`src/rtl/wb_mul_pkg.sv`:
```
// Shared definitions for the Wishbone multiplier requester: register
// offsets, CTRL/STAT bit positions, FSM states and datapath widths.
package wb_mul_pkg;

    localparam int OP_W  = 32;
    localparam int RES_W = 64;

    // Byte offsets inside the block, decoded from wbs_adr_i[4:2].
    localparam logic [4:0] OFF_OP1    = 5'h00;
    localparam logic [4:0] OFF_OP2    = 5'h04;
    localparam logic [4:0] OFF_CTRL   = 5'h08;
    localparam logic [4:0] OFF_RES_LO = 5'h0C;
    localparam logic [4:0] OFF_RES_HI = 5'h10;
    localparam logic [4:0] OFF_LAT    = 5'h14;

    // CTRL write bits; on read bit 0 is BUSY and the rest line up.
    localparam int CTRL_START = 0;
    localparam int CTRL_DONE  = 1;
    localparam int CTRL_OVR   = 2;
    localparam int CTRL_TMO   = 3;
    localparam int CTRL_IE    = 4;

    typedef enum logic [1:0] {
        IDLE  = 2'd0,
        ISSUE = 2'd1,
        WAIT  = 2'd2
    } state_t;

    // Increment that sticks at all-ones instead of wrapping.
    function automatic logic [15:0] sat_inc16(input logic [15:0] v);
        return (v == 16'hFFFF) ? v : v + 16'd1;
    endfunction

endpackage

```
`src/rtl/wb_mul_if.sv`:
```
// Bus bundles for the requester: the Wishbone slave port towards the
// management core and the enq/deq handshake towards the multiplier.
interface wb_mul_wb_if;
    logic        wbs_stb_i;
    logic        wbs_cyc_i;
    logic        wbs_we_i;
    logic [3:0]  wbs_sel_i;
    logic [31:0] wbs_adr_i;
    logic [31:0] wbs_dat_i;
    logic        wbs_ack_o;
    logic [31:0] wbs_dat_o;

    modport master (
        output wbs_stb_i, wbs_cyc_i, wbs_we_i, wbs_sel_i, wbs_adr_i, wbs_dat_i,
        input  wbs_ack_o, wbs_dat_o
    );
    modport slave (
        input  wbs_stb_i, wbs_cyc_i, wbs_we_i, wbs_sel_i, wbs_adr_i, wbs_dat_i,
        output wbs_ack_o, wbs_dat_o
    );
endinterface

interface wb_mul_io_if;
    import wb_mul_pkg::*;
    logic             io_enq_valid;
    logic             io_enq_ready;
    logic [OP_W-1:0]  io_op1;
    logic [OP_W-1:0]  io_op2;
    logic             io_deq_valid;
    logic             io_deq_ready;
    logic [RES_W-1:0] io_res;
    logic             io_flush;

    // The requester is the master; the multiplier is the slave.
    modport master (
        output io_enq_valid, io_op1, io_op2, io_deq_ready, io_flush,
        input  io_enq_ready, io_deq_valid, io_res
    );
    modport slave (
        input  io_enq_valid, io_op1, io_op2, io_deq_ready, io_flush,
        output io_enq_ready, io_deq_valid, io_res
    );
endinterface

```
`src/rtl/wb_mul_regs.sv`:
```
// Wishbone decode, ack generation, register file and read mux for the
// multiplier requester. Exports the START and W1C pulses to the FSM.
// Optional: MUL_LATENCY_CNT_EN adds the read-only LAT register at 0x14.
module wb_mul_regs
    import wb_mul_pkg::*;
#(
    parameter logic [23:0] ADDR_BASE = 24'h300000
) (
    input  logic             clock,
    input  logic             reset_n,
    wb_mul_wb_if.slave       wb,
    input  logic             busy,
    input  logic             done,
    input  logic             ovr,
    input  logic             tmo,
    input  logic             res_load,
    input  logic [RES_W-1:0] res_in,
`ifdef MUL_LATENCY_CNT_EN
    input  logic             lat_load,
    input  logic [15:0]      lat_in,
`endif
    output logic             start,
    output logic             clr_done,
    output logic             clr_ovr,
    output logic             clr_tmo,
    output logic             ie,
    output logic [OP_W-1:0]  op1,
    output logic [OP_W-1:0]  op2
);

    logic             ack_q;
    logic [31:0]      dat_q;
    logic [31:0]      rdata;
    logic             hit, acc, wr, ctrl_wr;
    logic [4:0]       off;
    logic [RES_W-1:0] res_q;
`ifdef MUL_LATENCY_CNT_EN
    logic [15:0]      lat_q;
`endif

    // Address bits outside the decoded window alias onto the map.
    logic unused_adr;
    assign unused_adr = &{1'b0, wb.wbs_adr_i[7:5], wb.wbs_adr_i[1:0]};

    // An access is taken only while ack is low, giving one ack per two
    // cycles on a held strobe.
    assign hit     = wb.wbs_cyc_i & wb.wbs_stb_i & (wb.wbs_adr_i[31:8] == ADDR_BASE);
    assign acc     = hit & ~ack_q;
    assign wr      = acc & wb.wbs_we_i;
    assign off     = {wb.wbs_adr_i[4:2], 2'b00};
    assign ctrl_wr = wr & (off == OFF_CTRL) & wb.wbs_sel_i[0];

    assign start    = ctrl_wr & wb.wbs_dat_i[CTRL_START];
    assign clr_done = ctrl_wr & wb.wbs_dat_i[CTRL_DONE];
    assign clr_ovr  = ctrl_wr & wb.wbs_dat_i[CTRL_OVR];
    assign clr_tmo  = ctrl_wr & wb.wbs_dat_i[CTRL_TMO];

    assign wb.wbs_ack_o = ack_q;
    assign wb.wbs_dat_o = dat_q;

    // Read mux over the register map.
    always_comb begin
        // NOTE: default first so every path assigns rdata and no latch is inferred.
        rdata = '0;
        case (off)
            OFF_OP1:    rdata = op1;
            OFF_OP2:    rdata = op2;
            OFF_CTRL:   rdata = {27'd0, ie, tmo, ovr, done, busy};
            OFF_RES_LO: rdata = res_q[31:0];
            OFF_RES_HI: rdata = res_q[63:32];
`ifdef MUL_LATENCY_CNT_EN
            OFF_LAT:    rdata = {16'd0, lat_q};
`else
            OFF_LAT:    rdata = '0;
`endif
            default:    rdata = '0;
        endcase
    end

    // Ack pulse and registered read data, zero outside the ack cycle.
    always_ff @(posedge clock or negedge reset_n) begin
        if (!reset_n) begin
            // NOTE: sequential state uses non-blocking assignments only.
            ack_q <= 1'b0;
            dat_q <= '0;
        end else begin
            ack_q <= acc;
            dat_q <= (acc & ~wb.wbs_we_i) ? rdata : '0;
        end
    end

    // Writable registers and the captured product.
    always_ff @(posedge clock or negedge reset_n) begin
        if (!reset_n) begin
            op1   <= '0;
            op2   <= '0;
            ie    <= 1'b0;
            res_q <= '0;
        end else begin
            for (int i = 0; i < 4; i++) begin
                if (wr && off == OFF_OP1 && wb.wbs_sel_i[i])
                    op1[8*i +: 8] <= wb.wbs_dat_i[8*i +: 8];
                if (wr && off == OFF_OP2 && wb.wbs_sel_i[i])
                    op2[8*i +: 8] <= wb.wbs_dat_i[8*i +: 8];
            end
            if (ctrl_wr)
                ie <= wb.wbs_dat_i[CTRL_IE];
            if (res_load)
                res_q <= res_in;
        end
    end

`ifdef MUL_LATENCY_CNT_EN
    // Latency snapshot taken on each completed operation.
    always_ff @(posedge clock or negedge reset_n) begin
        if (!reset_n)
            lat_q <= '0;
        else if (lat_load)
            lat_q <= lat_in;
    end
`endif

endmodule

```
`src/rtl/wb_mul_requester.sv`:
```
// Wishbone-mapped requester for the pipelined multiplier: latches
// operands on START, drives enq, drains deq, aborts with a flush pulse
// on timeout and raises a level interrupt on completion.
// Optional: MUL_LATENCY_CNT_EN enables the busy-cycle latency counter.
module wb_mul_requester
    import wb_mul_pkg::*;
#(
    parameter logic [23:0] ADDR_BASE      = 24'h300000,
    parameter int unsigned TIMEOUT_CYCLES = 255
) (
    input  logic        clock,
    input  logic        reset_n,
    wb_mul_wb_if.slave  wb,
    wb_mul_io_if.master mul,
    output logic        irq
);

    localparam logic [15:0] TMO_LAST = 16'(TIMEOUT_CYCLES - 1);

    state_t          state;
    logic [OP_W-1:0] op1_sh, op2_sh;
    logic [15:0]     tmo_cnt;
    logic            enq_valid_q, deq_ready_q, flush_q;
    logic            done_q, ovr_q, tmo_q, irq_q;

    logic            start, clr_done, clr_ovr, clr_tmo, ie;
    logic [OP_W-1:0] op1, op2;
    logic            busy, start_go, enq_fire, deq_fire, tmo_hit;

    assign busy     = (state != IDLE);
    assign start_go = start & ~busy;
    assign enq_fire = enq_valid_q & mul.io_enq_ready;
    assign deq_fire = deq_ready_q & mul.io_deq_valid;
    // A deq handshake in the final cycle beats the timeout.
    assign tmo_hit  = busy & (tmo_cnt == TMO_LAST) & ~deq_fire;

    assign mul.io_enq_valid = enq_valid_q;
    assign mul.io_deq_ready = deq_ready_q;
    assign mul.io_op1       = op1_sh;
    assign mul.io_op2       = op2_sh;
    assign mul.io_flush     = flush_q;
    assign irq              = irq_q;

`ifdef MUL_LATENCY_CNT_EN
    logic [15:0] lat_cnt;
    logic [15:0] lat_final;
    assign lat_final = sat_inc16(lat_cnt);

    // Busy-cycle count of the current operation, saturating.
    always_ff @(posedge clock or negedge reset_n) begin
        if (!reset_n)
            lat_cnt <= '0;
        else if (start_go)
            lat_cnt <= '0;
        else if (busy)
            lat_cnt <= sat_inc16(lat_cnt);
    end
`endif

    wb_mul_regs #(
        .ADDR_BASE (ADDR_BASE)
    ) u_regs (
        .clock    (clock),
        .reset_n  (reset_n),
        .wb       (wb),
        .busy     (busy),
        .done     (done_q),
        .ovr      (ovr_q),
        .tmo      (tmo_q),
        .res_load (deq_fire),
        .res_in   (mul.io_res),
`ifdef MUL_LATENCY_CNT_EN
        .lat_load (deq_fire),
        .lat_in   (lat_final),
`endif
        .start    (start),
        .clr_done (clr_done),
        .clr_ovr  (clr_ovr),
        .clr_tmo  (clr_tmo),
        .ie       (ie),
        .op1      (op1),
        .op2      (op2)
    );

    // Request FSM with registered handshake outputs and timeout abort.
    always_ff @(posedge clock or negedge reset_n) begin
        if (!reset_n) begin
            state       <= IDLE;
            op1_sh      <= '0;
            op2_sh      <= '0;
            tmo_cnt     <= '0;
            enq_valid_q <= 1'b0;
            deq_ready_q <= 1'b0;
            flush_q     <= 1'b0;
        end else begin
            flush_q <= 1'b0;
            case (state)
                IDLE: begin
                    if (start_go) begin
                        op1_sh      <= op1;
                        op2_sh      <= op2;
                        tmo_cnt     <= '0;
                        enq_valid_q <= 1'b1;
                        state       <= ISSUE;
                    end
                end
                ISSUE: begin
                    if (tmo_hit) begin
                        enq_valid_q <= 1'b0;
                        flush_q     <= 1'b1;
                        state       <= IDLE;
                    end else begin
                        tmo_cnt <= tmo_cnt + 16'd1;
                        if (enq_fire) begin
                            enq_valid_q <= 1'b0;
                            deq_ready_q <= 1'b1;
                            state       <= WAIT;
                        end
                    end
                end
                WAIT: begin
                    if (deq_fire) begin
                        deq_ready_q <= 1'b0;
                        state       <= IDLE;
                    end else if (tmo_hit) begin
                        deq_ready_q <= 1'b0;
                        flush_q     <= 1'b1;
                        state       <= IDLE;
                    end else begin
                        tmo_cnt <= tmo_cnt + 16'd1;
                    end
                end
                default: state <= IDLE;
            endcase
        end
    end

    // Sticky status flags and the registered interrupt.
    always_ff @(posedge clock or negedge reset_n) begin
        if (!reset_n) begin
            done_q <= 1'b0;
            ovr_q  <= 1'b0;
            tmo_q  <= 1'b0;
            irq_q  <= 1'b0;
        end else begin
            if (clr_done || start_go) done_q <= 1'b0;
            if (deq_fire)             done_q <= 1'b1;
            if (clr_ovr)              ovr_q  <= 1'b0;
            if (start && busy)        ovr_q  <= 1'b1;
            if (clr_tmo)              tmo_q  <= 1'b0;
            if (tmo_hit)              tmo_q  <= 1'b1;
            irq_q <= done_q & ie;
        end
    end

endmodule
```
`src/flat_wrapper.sv`:
```
// flat-port wrapper written by rule: the top's interface ports become plain ports
module wb_mul_requester_flat import wb_mul_pkg::*;
#(
    parameter logic [23:0] ADDR_BASE      = 24'h300000,
    parameter int unsigned TIMEOUT_CYCLES = 255
)
  (clock, reset_n, irq, wb_wbs_stb_i, wb_wbs_cyc_i, wb_wbs_we_i, wb_wbs_sel_i, wb_wbs_adr_i, wb_wbs_dat_i, wb_wbs_ack_o, wb_wbs_dat_o, mul_io_enq_valid, mul_io_op1, mul_io_op2, mul_io_deq_ready, mul_io_flush, mul_io_enq_ready, mul_io_deq_valid, mul_io_res);
  wb_mul_wb_if wb_i ();
  wb_mul_io_if mul_i ();
  input  logic clock;
  input  logic reset_n;
  output logic irq;
  input wire logic [$bits(wb_i.wbs_stb_i)-1:0] wb_wbs_stb_i;
  input wire logic [$bits(wb_i.wbs_cyc_i)-1:0] wb_wbs_cyc_i;
  input wire logic [$bits(wb_i.wbs_we_i)-1:0] wb_wbs_we_i;
  input wire logic [$bits(wb_i.wbs_sel_i)-1:0] wb_wbs_sel_i;
  input wire logic [$bits(wb_i.wbs_adr_i)-1:0] wb_wbs_adr_i;
  input wire logic [$bits(wb_i.wbs_dat_i)-1:0] wb_wbs_dat_i;
  output wire logic [$bits(wb_i.wbs_ack_o)-1:0] wb_wbs_ack_o;
  output wire logic [$bits(wb_i.wbs_dat_o)-1:0] wb_wbs_dat_o;
  output wire logic [$bits(mul_i.io_enq_valid)-1:0] mul_io_enq_valid;
  output wire logic [$bits(mul_i.io_op1)-1:0] mul_io_op1;
  output wire logic [$bits(mul_i.io_op2)-1:0] mul_io_op2;
  output wire logic [$bits(mul_i.io_deq_ready)-1:0] mul_io_deq_ready;
  output wire logic [$bits(mul_i.io_flush)-1:0] mul_io_flush;
  input wire logic [$bits(mul_i.io_enq_ready)-1:0] mul_io_enq_ready;
  input wire logic [$bits(mul_i.io_deq_valid)-1:0] mul_io_deq_valid;
  input wire logic [$bits(mul_i.io_res)-1:0] mul_io_res;
  assign wb_i.wbs_stb_i = wb_wbs_stb_i;
  assign wb_i.wbs_cyc_i = wb_wbs_cyc_i;
  assign wb_i.wbs_we_i = wb_wbs_we_i;
  assign wb_i.wbs_sel_i = wb_wbs_sel_i;
  assign wb_i.wbs_adr_i = wb_wbs_adr_i;
  assign wb_i.wbs_dat_i = wb_wbs_dat_i;
  assign wb_wbs_ack_o = wb_i.wbs_ack_o;
  assign wb_wbs_dat_o = wb_i.wbs_dat_o;
  assign mul_io_enq_valid = mul_i.io_enq_valid;
  assign mul_io_op1 = mul_i.io_op1;
  assign mul_io_op2 = mul_i.io_op2;
  assign mul_io_deq_ready = mul_i.io_deq_ready;
  assign mul_io_flush = mul_i.io_flush;
  assign mul_i.io_enq_ready = mul_io_enq_ready;
  assign mul_i.io_deq_valid = mul_io_deq_valid;
  assign mul_i.io_res = mul_io_res;
  wb_mul_requester #(.ADDR_BASE(ADDR_BASE), .TIMEOUT_CYCLES(TIMEOUT_CYCLES)) u_core (.clock(clock), .reset_n(reset_n), .wb(wb_i), .mul(mul_i), .irq(irq));
endmodule
```
`config.mk`:
```
export PLATFORM = sky130hd
export DESIGN_NAME = wb_mul_requester_flat
export DESIGN_NICKNAME = d
export VERILOG_FILES = /design/src/rtl/wb_mul_pkg.sv /design/src/rtl/wb_mul_if.sv /design/src/rtl/wb_mul_regs.sv /design/src/rtl/wb_mul_requester.sv /design/src/flat_wrapper.sv
export SDC_FILE = /design/constraint.sdc
export NUM_CORES = 1
export LEC_CHECK = 0
export CORE_ASPECT_RATIO = 0.9
export CORE_UTILIZATION = 30
export DETAILED_ROUTE_END_ITERATION = 12
export PLACE_DENSITY = 0.55
export SLEW_MARGIN = 20
export SYNTH_ARGS = -nofsm -noshare
export SYNTH_HDL_FRONTEND = slang
export SYNTH_HIERARCHICAL = 1
export SYNTH_SLANG_ARGS = --single-unit
```
`constraint.sdc`:
```
create_clock -name clock -period 6.3 [get_ports clock]
set_input_delay 0.63 -clock clock [delete_from_list [all_inputs] [get_ports clock]]
set_output_delay 0.63 -clock clock [all_outputs]
set_load 0.03 [all_outputs]
```
After elaboration in Yosys (flattened, before gate mapping)
Cells that the tools add are included.
W data, S select, Z words.
{"block": "op_classes", "add_sub_neg": 1, "n_mux": 30, "reduce_logical": 26, "n_bitwise": 21, "eq_ne": 14}
{"op": "$pmux W32 S5", "n": 1}
{"op": "$mux W16", "n": 3}
{"op": "$pmux W16 S3", "n": 1}
{"op": "$mux W32", "n": 1}
{"op": "$eq A24 B22 Y1 const B", "n": 1}
{"op": "$and A1 B1 Y1", "n": 17}
{"op": "$add A16 B1 Y16 const B", "n": 1}
{"op": "$eq A16 B8 Y1 const B", "n": 1}
{"op": "$mux W1", "n": 15}
{"op": "$reduce_bool A2 Y1", "n": 6}
{"op": "$logic_and A1 B1 Y1", "n": 11}
{"op": "$mux W2", "n": 5}
{"op": "$reduce_and A3 Y1", "n": 3}
{"op": "$eq A3 B2 Y1 const B", "n": 2}
{"op": "$ne A3 B1 Y1 const B", "n": 2}
{"op": "$pmux W1 S2", "n": 3}
{"op": "$pmux W2 S3", "n": 1}
{"op": "$logic_not A5 Y1", "n": 1}
{"op": "$ne A2 B1 Y1 const B", "n": 2}
{"op": "$ne A2 B2 Y1 const B", "n": 2}
{"op": "$not A1 Y1", "n": 4}
{"op": "$reduce_and A4 Y1", "n": 1}
{"op": "$eq A3 B1 Y1 const B", "n": 1}
{"op": "$eq A3 B3 Y1 const B", "n": 1}
{"op": "6 further kinds", "n": 6}
{"block": "totals", "input_bits": 139, "output_inout_bits": 101, "reg_bits": 251}

Longest topological paths before layout
{"block": "depth", "ltp_word": 11, "ltp_mapped": 11, "ltp_nobuf": 8}

By module
The synthesis kept the hierarchy.
{"module": "wb_mul_regs", "seq_area_each_um2": 4053.9, "cells_each": 466, "instances": 1, "area_each_um2": 6727.7}
{"module": "wb_mul_requester", "seq_area_each_um2": 2227.1, "cells_each": 324, "instances": 1, "area_each_um2": 4058.9}

Worst setup path before layout
OpenSTA, ideal clock, no wires.
{"block": "synth_path", "path_kind": "in2reg", "startpoint": "input port wb_wbs_sel_i[0]", "endpoint": "register u_core.tmo_cnt[5]", "setup_time_ns": 0.087, "stages": 8, "slack_ns": 3.391, "arrival_ns": 2.823, "n_path_buf": 0, "required_ns": 6.213, "cell_sequence": "nand2_1 > or4b_2 > nor3_1 > and2_1 > nor2b_1 > or3_4 > or4_1 > o211ai_1"}
{"block": "synth_between", "elab_chain_cells": 5}
{"item": "start, declared", "line": "flat_wrapper.sv:16", "rtl": "input wire logic [$bits(wb_i.wbs_sel_i)-1:0] wb_wbs_sel_i;"}
{"item": "$and A1 B1 Y1", "line": "wb_mul_regs.sv:51", "rtl": "assign ctrl_wr = wr & (off == OFF_CTRL) & wb.wbs_sel_i[0];"}
{"item": "$and A1 B1 Y1", "line": "wb_mul_regs.sv:53", "rtl": "assign start = ctrl_wr & wb.wbs_dat_i[CTRL_START];"}
{"item": "via u_core.start", "line": "wb_mul_requester.sv:26", "rtl": "logic start, clr_done, clr_ovr, clr_tmo, ie;"}
{"item": "$and A1 B1 Y1", "line": "wb_mul_requester.sv:31", "rtl": "assign start_go = start & ~busy;"}
{"item": "$ne A2 B1 Y1 (no source line)"}
{"item": "$reduce_and A3 Y1 (no source line)"}
{"item": "end signal, assigned", "line": "wb_mul_requester.sv:113", "rtl": "tmo_cnt <= tmo_cnt + 16'd1;"}
{"item": "end signal, assigned", "line": "wb_mul_requester.sv:130", "rtl": "tmo_cnt <= tmo_cnt + 16'd1;"}
{"item": "end, declared", "line": "wb_mul_requester.sv:22", "rtl": "logic [15:0] tmo_cnt;"}
The timed path passes the listed nets, and every way through them passes these cells.
A chain may end at the register's enable or synchronous reset.

Worst setup path after layout
{"block": "layout_path", "startpoint": "input port wb_wbs_adr_i[4]", "endpoint": "register u_core.tmo_cnt[5]"}
{"block": "layout_between", "elab_chain_cells": 7}
{"item": "start, declared", "line": "flat_wrapper.sv:17", "rtl": "input wire logic [$bits(wb_i.wbs_adr_i)-1:0] wb_wbs_adr_i;"}
{"item": "$eq A3 B2 Y1", "line": "wb_mul_regs.sv:51"}
{"item": "$and A1 B1 Y1 (2 in series)", "line": "wb_mul_regs.sv:51"}
{"item": "$and A1 B1 Y1", "line": "wb_mul_regs.sv:53"}
{"item": "via u_core.start", "line": "wb_mul_requester.sv:26"}
{"item": "$and A1 B1 Y1", "line": "wb_mul_requester.sv:31"}
{"item": "$ne A2 B1 Y1 (no source line)"}
{"item": "$reduce_and A3 Y1 (no source line)"}
The timed path passes the listed nets, and every way through them passes these cells.

==> metrics <==
reg-to-reg critical path endpoint u_core/tmo_cnt[5]; Final Non-Filler Cells around 1500; cts bufs inserted 28; leakage power around 6.3 nW; post-placement cell count between 1000 and 1500; Net Count, Synth roughly 940; largest cells by area after synthesis dfrtp_1 58%, mux2_2 20%, a22oi_1 4.4%; design area around 0.015 mm²; largest net degree at the start of global routing 160; r2r setup slk slightly above 3 ns; synthesized area approximately 0.011 mm²; status finished clean; pwr/cell area ~300 mW/mm²; H-tree depth 1; DIE HEIGHT roughly 180 µm; Worst-Skew Late Latency ~0.56 ns; core area between 0.03 and 0.04 mm²; Tightest Pin Transition approximately 1.1 ns; Vias/cell 4.94; max-cap viol count 0; Power Total roughly 4.4 mW; Ys Warns 6; clk root buf clkbuf_16; fillers 3311; Top Family by Delay on Critical Path simple AND/OR/NAND/NOR gates; CTS tree built; Critical Path Stages 9; share of layout cells above drive strength 1 between 20% and 30%; number of enable flip-flop cells after synthesis 0; area taken by multi-input logic gates about 0.0043 mm²; Gate Count Post-Synth just under 800; setup TNS 0 ns; setup bufs post-CTS 0; initial antenna violation count 12; clock sinks between 200 and 300; Hold Fails Final Rpt 0; Reg2Reg Launch Point u_core/u_regs/wb.wbs_ack_o; global route hottest layer met2; Area Growth Syn to Fin 35.0%; CTS resizes 0; Sequential Area approximately 0.0063 mm²; final wirelength between 30 and 40 mm; leading area contributor after synthesis dfrtp_1; relative slew slack roughly 28%; HPWL after DPL about 21 mm; Ports 240; Final Max Slew Viols 0; path depth of the worst reg2reg path 10; Routed Antenna Nets 0; commonest non-fill, non-tap cell in the layout dfrtp_1; most frequent cells in the layout 251 x dfrtp_1, 233 x clkdlybuf4s50_1, 196 x mux2_2; register area share after synthesis roughly three fifths; grt met1 use 22.3%; GRT Util Overall about 17%; Fmax achieved around 270 MHz; Final Cycle Share between 50% and 60%; Max FO, Critical Path 22; Setup Viol. Count Final 0; Max VDD drop around 0.19 mV; maximum buffer depth of the clock tree 3; gr ovfl total 0; Synth top area share 58.2%; Worst-path clk slew around 0.060 ns; Die Span X ~200 µm; Worst Setup End Kind flop; drt first pass iters 4; Mean Syn Cell Area about 14 µm²; clk_skew roughly 0.027 ns; CP Data Arrival Time a little over 4 ns; Crit path largest cell delay ~0.77 ns; GPL Wtd Cong ~0.8; Site Rows 65; crit-path cells clkdlybuf4s50_1, or4b_2, nor3_1, buf_4, and2_1, nor2b_1, or3_4, or4_1, o211ai_1; critical path class input port to flop; Wirelength per Cell ~21 µm; slowest stage cell, crit path or4b_2; grt met2 use 27.4%; worst path bufs/invs 2; DR DRC count 0; first-pass GRT wire length roughly 49 mm; worst setup path end u_core/tmo_cnt[5]; Min-Delay Path Class input port to async pin; hold buffers post-CTS 0; synthesized flop and latch total roughly 250; RSZ-0062 raised after global routing false; vias in the first global route 7840; unique cell type count in the Yosys netlist 63; die area approximately 0.037 mm²; commonest register cell after synthesis dfrtp_1; vias around 7500; number of DRC markers in iteration 0 between 400 and 500; initial core utilization 30.6%; CP startpoint kind input port; Port Buffer Count 234; nets 1164; Data required, critical path a little under 7 ns; post-layout minimum cycle time approximately 3.7 ns; placed cell area around 0.014 mm²; met3 Track Usage GR under 10%; Critical Path Start wb_wbs_adr_i[4]; ys async rst share 100%
sequential cells by signal (all words and copies together), names as in the netlist, 2 cells and up:
register	cells
u_core/mul.io_op1	32
u_core/mul.io_op2	32
u_core/u_regs/res_q	64
u_core/u_regs/wb.wbs_dat_o	32
u_core/u_regs/op2	32
u_core/u_regs/op1	32
u_core/tmo_cnt	16
u_core/state	2
cells in the mapped netlist (2+ instances only):
| master | count |
|---|---|
| dfrtp_1 | 251 |
| mux2_2 | 196 |
| a22oi_1 | 63 |
| a21oi_1 | 35 |
| clkbuf_1 | 31 |
| nand2_1 | 29 |
| nor4_1 | 16 |
| inv_1 | 15 |
| nor2_1 | 12 |
| mux2i_1 | 10 |
| buf_2 | 8 |
| nor4_4 | 8 |
| o21ai_0 | 8 |
| ha_1 | 7 |
| nand3_1 | 7 |
| o211ai_1 | 7 |
| and2_1 | 6 |
| nor2b_1 | 6 |
| nor3_1 | 6 |
| nand4_1 | 5 |
| o22a_1 | 5 |
| a211oi_1 | 4 |
| and3_1 | 3 |
| buf_6 | 3 |
| or4_1 | 3 |
| a2111o_1 | 2 |
| a211o_1 | 2 |
| and4_1 | 2 |
| buf_1 | 2 |
| nand3b_1 | 2 |
| nor4bb_1 | 2 |
| o22ai_1 | 2 |
| o31ai_1 | 2 |
metal layers:
metal / vias to the layer above / routed length, µm
li1: 3408 / -
met5: - / 73
met4: 10 / 579
met2: 202 / 14400
met1: 3784 / 13600
met3: 47 / 2670
how the worst min path moves through the flow:
stage                          start               endpoint  slack, ns  depth (start not counted)
6_report                     reset_n  u_core/mul.io_op1[26]       0.06                          1
5_1_grt                      reset_n  u_core/mul.io_op1[26]       0.11                          1
4_1_cts                      reset_n  u_core/mul.io_op1[26]       0.09                          1
3_5_place_dp    u_core/mul.io_op2[3]   u_core/mul.io_op2[3]       0.49                          1
3_3_place_gp   u_core/mul.io_op1[25]  u_core/mul.io_op1[25]       0.49                          1
2_1_floorplan                reset_n          u_core/done_q       0.33                          0
cells by family after synthesis:
logic type | after synthesis | share of synthesized area, %
buffers and inverters | 61 | 2.46
AND/OR/NAND/NOR | 119 | 7.54
AO/OA/AOI/OAI | 145 | 9.47
multiplexers | 207 | 21.5
flip-flops | 251 | 58.2
adder cells (fa/ha/maj) | 7 | 0.812
per-stage QoR:
| stage | util (%) | hold slack [ns] | setup WS, ns |
|---|---|---|---|
| global placement | 38.7 | 0.489 | 2.04 |
| detailed placement | 38.7 | 0.492 | 2.05 |
| floorplan | - | 0.334 | 3.39 |
| CTS | 41.3 | 0.0912 | 2.60 |
| global route | 41.3 | 0.107 | 2.36 |
| finish | 41.4 | 0.0614 | 2.60 |
final cells by class:
cell class | count | area share [%]
inverter | 16 | 0.421
clock buffer | 39 | 5.64
multi-input combinational | 478 | 29.3
timing repair buffer | 243 | 16.7
sequential | 251 | 43.1
clock inverter | 7 | 0.756
tap | 469 | 4.03
antenna | 6 | 0.103
power breakdown:
group	leakage (nW)	switching (mW)	internal [mW]	total, mW
clock network	0.461	0.659	0.984	1.64
logic	2.49	0.403	0.385	0.788
registers	3.33	0.128	1.81	1.94
(Power assumes the default switching activity.)
